## src/rtl/dmem_lsu.sv

```systemverilog
// Load/store unit between MEM stage and dmem; splits stores dmem cannot mask and crossing loads into beats.
// Latency accept->resp: 2 (simple), nbytes+1 (split store), 3 (crossing load); req_ready low stalls upstream.
module dmem_lsu #(
   parameter int XLEN   = 32,
   parameter int ADDR_W = 32
) (
   input  logic              clk,
   input  logic              reset,
   input  logic              req_valid,
   output logic              req_ready,
   input  logic              req_we,
   input  logic [1:0]        req_size,
   input  logic              req_unsigned,
   input  logic [ADDR_W-1:0] req_addr,
   input  logic [XLEN-1:0]   req_wdata,
   output logic              resp_valid,
   output logic [XLEN-1:0]   resp_rdata,
   output logic              mem_we,
   output logic [3:0]        mem_amp,
   output logic [ADDR_W-1:0] mem_addr,
   output logic [XLEN-1:0]   mem_wdata,
   input  logic [XLEN-1:0]   mem_rdata
);

   typedef enum logic [2:0] {
      S_IDLE, S_ACCESS, S_SBYTE, S_LLO, S_LHI, S_RESP
   } state_t;

   state_t            state_q, state_d;
   logic [ADDR_W-1:0] addr_q, addr_d;
   logic [1:0]        size_q, size_d;
   logic              we_q, we_d;
   logic              uns_q, uns_d;
   logic [XLEN-1:0]   wdata_q, wdata_d;
   logic [1:0]        k_q, k_d;
   logic [XLEN-1:0]   lo_q, lo_d;
   logic [XLEN-1:0]   rdata_q, rdata_d;

   function automatic logic [2:0] nbytes(input logic [1:0] sz);
      logic [2:0] n;
      case (sz)
         2'b00:   n = 3'd1;
         2'b01:   n = 3'd2;
         default: n = 3'd4;
      endcase
      return n;
   endfunction

   function automatic logic [XLEN-1:0] extend(input logic [XLEN-1:0] raw,
                                              input logic [1:0] sz, input logic uns);
      logic [XLEN-1:0] r;
      case (sz)
         2'b00:   r = {{(XLEN-8){~uns & raw[7]}}, raw[7:0]};
         2'b01:   r = {{(XLEN-16){~uns & raw[15]}}, raw[15:0]};
         default: r = raw;
      endcase
      return r;
   endfunction

   logic [1:0]        req_off, off_q;
   logic [2:0]        req_nb;
   logic              req_repr, req_cross;
   logic [ADDR_W-1:0] beat_addr;
   logic [XLEN-1:0]   load_raw, sbyte_raw;
   logic [5:0]        lo_shift;

   assign req_off   = req_addr[1:0];
   assign off_q     = addr_q[1:0];
   assign req_nb    = nbytes(req_size);
   assign req_repr  = (req_size == 2'b00) || (req_size == 2'b01 && !req_off[0]) ||
                      (req_size[1] && req_off == 2'b00);
   assign req_cross = ({1'b0, req_off} + req_nb) > 3'd4;
   assign beat_addr = addr_q + ADDR_W'(k_q);
   assign load_raw  = mem_rdata >> {off_q, 3'b000};
   assign sbyte_raw = wdata_q >> {k_q, 3'b000};
   // Upper lanes of a crossing load sit just above the 4-off bytes already latched.
   assign lo_shift  = 6'd32 - {1'b0, off_q, 3'b000};

   always_comb begin
      state_d    = state_q;
      addr_d     = addr_q;
      size_d     = size_q;
      we_d       = we_q;
      uns_d      = uns_q;
      wdata_d    = wdata_q;
      k_d        = k_q;
      lo_d       = lo_q;
      rdata_d    = rdata_q;
      req_ready  = 1'b0;
      resp_valid = 1'b0;
      mem_we     = 1'b0;
      mem_amp    = 4'b0000;
      mem_addr   = '0;
      mem_wdata  = '0;
      case (state_q)
         S_IDLE: begin
            req_ready = 1'b1;
            if (req_valid) begin
               addr_d  = req_addr;
               size_d  = req_size;
               we_d    = req_we;
               uns_d   = req_unsigned;
               wdata_d = req_wdata;
               k_d     = 2'd0;
               if (req_we)
                  state_d = req_repr ? S_ACCESS : S_SBYTE;
               else
                  state_d = req_cross ? S_LLO : S_ACCESS;
            end
         end
         S_ACCESS: begin
            mem_addr = addr_q;
            if (we_q) begin
               mem_we  = 1'b1;
               rdata_d = '0;
               case (size_q)
                  2'b00: begin
                     mem_amp   = 4'b0001 << off_q;
                     mem_wdata = {{(XLEN-8){1'b0}}, wdata_q[7:0]};
                  end
                  2'b01: begin
                     mem_amp   = off_q[1] ? 4'b1100 : 4'b0011;
                     mem_wdata = {{(XLEN-16){1'b0}}, wdata_q[15:0]};
                  end
                  default: begin
                     mem_amp   = 4'b1111;
                     mem_wdata = wdata_q;
                  end
               endcase
            end else begin
               rdata_d = extend(load_raw, size_q, uns_q);
            end
            state_d = S_RESP;
         end
         S_SBYTE: begin
            mem_we    = 1'b1;
            mem_addr  = beat_addr;
            mem_amp   = 4'b0001 << beat_addr[1:0];
            mem_wdata = {{(XLEN-8){1'b0}}, sbyte_raw[7:0]};
            k_d       = k_q + 2'd1;
            if ({1'b0, k_q} == nbytes(size_q) - 3'd1) begin
               rdata_d = '0;
               state_d = S_RESP;
            end
         end
         S_LLO: begin
            mem_addr = addr_q;
            lo_d     = load_raw;
            state_d  = S_LHI;
         end
         S_LHI: begin
            mem_addr = {addr_q[ADDR_W-1:2] + (ADDR_W-2)'(1), 2'b00};
            rdata_d  = extend(lo_q | (mem_rdata << lo_shift), size_q, uns_q);
            state_d  = S_RESP;
         end
         S_RESP: begin
            resp_valid = 1'b1;
            state_d    = S_IDLE;
         end
         default: state_d = S_IDLE;
      endcase
   end

   always_ff @(posedge clk or negedge reset) begin
      if (!reset) begin
         state_q <= S_IDLE;
         addr_q  <= '0;
         size_q  <= '0;
         we_q    <= 1'b0;
         uns_q   <= 1'b0;
         wdata_q <= '0;
         k_q     <= '0;
         lo_q    <= '0;
         rdata_q <= '0;
      end else begin
         state_q <= state_d;
         addr_q  <= addr_d;
         size_q  <= size_d;
         we_q    <= we_d;
         uns_q   <= uns_d;
         wdata_q <= wdata_d;
         k_q     <= k_d;
         lo_q    <= lo_d;
         rdata_q <= rdata_d;
      end
   end

   assign resp_rdata = rdata_q;

endmodule

```

## config.mk

```make
export PLATFORM = sky130hd
export DESIGN_NAME = dmem_lsu
export DESIGN_NICKNAME = d
export VERILOG_FILES = /design/src/rtl/dmem_lsu.sv
export SDC_FILE = /design/constraint.sdc
export NUM_CORES = 1
export LEC_CHECK = 0
export CORE_MARGIN = 2
export CORE_UTILIZATION = 47
export DETAILED_ROUTE_END_ITERATION = 12
export PLACE_DENSITY = 0.8
export SETUP_SLACK_MARGIN = 0.05
export SLEW_MARGIN = 20
export SYNTH_ARGS = -nofsm -noshare
export SYNTH_HDL_FRONTEND = slang
export SYNTH_SLANG_ARGS = --single-unit
```

## constraint.sdc

```tcl
create_clock -name clk -period 2.99 [get_ports clk]
set_input_delay 0.299 -clock clk [delete_from_list [all_inputs] [get_ports clk]]
set_output_delay 0.299 -clock clk [all_outputs]
set_load 0.01 [all_outputs]
```

==> results.md <==
- RR Endpoint: resp_rdata[24]$_DFFE_PN0P_
- Count of final hold-check violations: 0
- Post-synthesis async set-or-reset flop share: between 90% and 100%
- First-pass GRT wire length: 49200 um
- Final Critical Period: ~3.1 ns
- P_sw: 6290 uW
- Most common flop cell mapped by yosys: dfrtp_1
- Critical Path AT: 2.81 ns
- Worst hold start: req_wdata[10]
- # IOs: 206
- Maximum operating frequency: 322 MHz
- Synth top area cells: dfrtp_1 (37%), nand2_1 (11%), o21ai_0 (3.8%)
- Failing checks: negative setup slack
- Drt drc: 0
- Reg2reg setup slack: 0.30 ns
- DR pass1 iterations: 5
- Violation count after the first detailed-routing iteration: 1033
- Syn avg cell area: 8.14 sq um
- Setup TNS: -0.125 ns
- CTS root buf: clkbuf_16
- Critical path startpoint category: flip-flop
- Status: finished with violations
- CTS tree: yes
- Reg2Reg Launch Point: size_q[1]$_DFFE_PN0P_
- Fillers: 1657
- Hold endpoint: wdata_q[10]$_DFFE_PN0P_
- Setup violations, final: 2
- Placed instance count: 1572
- Leak pwr: 0.00558 uW
- P_int: 7450 uW
- Area Overhead vs Synth: 36.6%
- Worst Path Required: 2.69 ns
- Gr ovfl total: 0
- Gr busiest metal: met2
- Chip Height: 144 um
- DIE WIDTH: 144 um
- Met2 usage in global routing: 45.0%
- Core Rows: 51
- Power per Cell Area: between 1000 and 1500 nW/um^2
- Yosys top cell area share: 37.4%
- RSZ-0062 raised after global routing: yes
- Ant diodes: 0
- Most common cell in the netlist: nand2_1
- Combinational group share of total power: roughly three fifths
- Commonest cells in the synthesized netlist: nand2_1 (261), dfrtp_1 (137), o21ai_0 (69)
- Hpwl dp: 22100 um
- Number of enable flip-flop cells after synthesis: 0
- Distinct cells, synth: 81
- Nets@finish: 1457
- Max cap viols: 0
- Skew-Pair Late Insertion Delay: 0.42 ns
- Syn. warnings: 0
- CTS H-tree lvls: 4
- GR met3 Demand/Resource: 7.73%
- Clk network pwr share: 15.0%
- Crit-path max FO: 6
- Area of the core: 19300 sq um
- Routed len/inst: 19.5 um
- Crit share post-route: 104%
- Starting density of the core: 47.5%
- Sequential Power Share: between 20% and 30%
- Post-Layout Cell Count: between 1500 and 2000
- Die Footprint: 20600 sq um
- Grt met1 use: 43.4%
- Sw Share: between 40% and 50%
- Setup ws final: -0.115 ns
- Worst Max-Slew Pin Slew: between 1 and 1.5 ns
- TritonCTS buffer count: 17
- Port-buffer cells: 205
- Register area share after synthesis: 37.4%
- Worst Hold Path Cells: 3
- CTS sink count: about 140
- Largest net degree at the start of global routing: 91
- Synth Register Bits: ~140
- Worst-path clk slew: ~0.07 ns
- Slew margin rel.: 29.5%
- Setup Skew: 0.00671 ns
- Number of global-route vias before repair: 9187
- Syn_nets: around 1200
- Routed via count: 9836
- Mapped Area: 9160 sq um
- Layout cells sized above 1: ~15%
- Critical path class: flip-flop to output port
- Initial antenna violation count: 0
- Worst r2r path cells: 8
- Via density: 6.07
- Final slew viol count: 0
- Hold Path Class: primary input to flip-flop
- Total routed wirelength: 31600 um
- Max Buffers Root-to-Sink: 2
- Cells after Synth: around 1100
- Worst setup EP type: output port
- Yosys top cell by area: dfrtp_1
- GP Congestion: 0.929
- Antenna-violating nets left: 0
- Tot GR Track Use: 30.4%
- Worst IR drop on VDD: 0.659 mV
[cell usage in the layout, fill, tap and decap left out, types with 11 or more instances in the layout]
cell / instances
nand2_1: 259
o21ai_0: 66
a21o_1: 12
o32ai_1: 11
mux2_2: 16
a31oi_1: 13
dlygate4sd2_1: 11
dfrtp_1: 132
nor3_1: 42
inv_1: 20
nand3_1: 13
o22ai_1: 29
a21oi_1: 58
clkbuf_16: 17
nand2b_1: 17
nor2_1: 63
and3_1: 27
mux2i_1: 27
buf_4: 82
clkdlybuf4s50_1: 174
nand4_1: 14
[through the flow]
step	hold WS (ns)	util, %	cell area (sq um)	setup WS (ns)	total power (uW)
2_1_floorplan	0.00341	-	9160	0.0968	8300
3_3_place_gp	0.431	60.6	11700	-0.0609	11300
3_5_place_dp	0.434	60.6	11700	-0.118	11400
4_1_cts	0.384	64.5	12400	-0.0918	13600
5_1_grt	0.401	65.0	12500	-0.163	14700
6_report	0.400	65.0	12500	-0.115	13700
[power by group through the flow]
| stage | registers, uW | logic [uW] | clock network, uW |
|---|---|---|---|
| 3_3_place_gp | 3460 | 7820 | 0 |
| 6_report | 3510 | 8160 | 2060 |
| 5_1_grt | 3630 | 8880 | 2170 |
| 4_1_cts | 3490 | 7970 | 2090 |
| 3_5_place_dp | 3510 | 7930 | 0 |
| 2_1_floorplan | 3410 | 4890 | 0 |
[per-layer routing]
| layer | part of all wire, % | vias up |
|---|---|---|
| li1 | - | 4490 |
| met1 | 42 | 4684 |
| met2 | 44 | 589 |
| met3 | 11 | 73 |
| met4 | 3.0 | 0 |
| met5 | 0 | - |
[worst max-delay path, stage by stage (launching register included)]
cell and delay [ns]:
dfrtp_1 0.41, ha_4 0.17, fa_2 0.22, nand4_1 0.13
buf_4 0.19, or3_4 0.37, o211a_1 0.22, or4_4 0.52
buf_6 0.14
[kinds of logic (layout without fill, tap and decap cells)]
| family | Yosys count | after routing | synth area share, % |
|---|---|---|---|
| compound gates | 291 | 291 | 20.7 |
| xor+xnor | 9 | 9 | 0.860 |
| fa+ha+maj | 11 | 11 | 1.67 |
| buf+inv | 118 | 347 | 5.69 |
| flops | 137 | 137 | 37.4 |
| mux | 52 | 52 | 7.13 |
| simple gates | 508 | 509 | 26.5 |
[final cells by class]
type	count	area, sq um	share of cell area, %
flip-flops and latches	137	3430	27.4
inverters	22	83.8	0.670
clock buffers	18	429	3.43
multi-input cells	872	5390	43.1
well taps	265	332	2.65
repair buffers	293	2710	21.6
clock inverters	14	138	1.10
[flip-flops by register name, summed over array words and instances (netlist names)]
| signal | flops |
|---|---|
| addr_q | 32 |
| lo_q | 32 |
| resp_rdata | 32 |
| wdata_q | 32 |
| state_q | 3 |
| k_q | 2 |
| size_q | 2 |
| uns_q | 1 |
| we_q | 1 |
[worst max path at each step]
stage / from / endpoint / slack [ns] / cells after the start
floorplan: addr_q[0]$_DFFE_PN0P_ / resp_rdata[22]$_DFFE_PN0P_ / 0.1 / 11
global placement: addr_q[0]$_DFFE_PN0P_ / mem_addr[30] / -0.06 / 8
detailed placement: k_q[0]$_DFFE_PN0P_ / mem_addr[30] / -0.12 / 8
CTS: k_q[0]$_DFFE_PN0P_ / mem_addr[28] / -0.09 / 8
global route: k_q[0]$_DFFE_PN0P_ / mem_addr[28] / -0.16 / 8
finish: k_q[0]$_DFFE_PN0P_ / mem_addr[28] / -0.11 / 8
[what timing repair did]
| action | CTS | global route |
|---|---|---|
| hold endpoints to repair | 14 | 0 |
| hold buffers | 1 | 0 |
| setup endpoints to repair | 52 | 63 |
| buffers inserted | 13 | 2 |
| pin swaps | 12 | 10 |
| resized for setup | 77 | 36 |
| cloned | 0 | 1 |
Power figures use the tool's default switching activity.
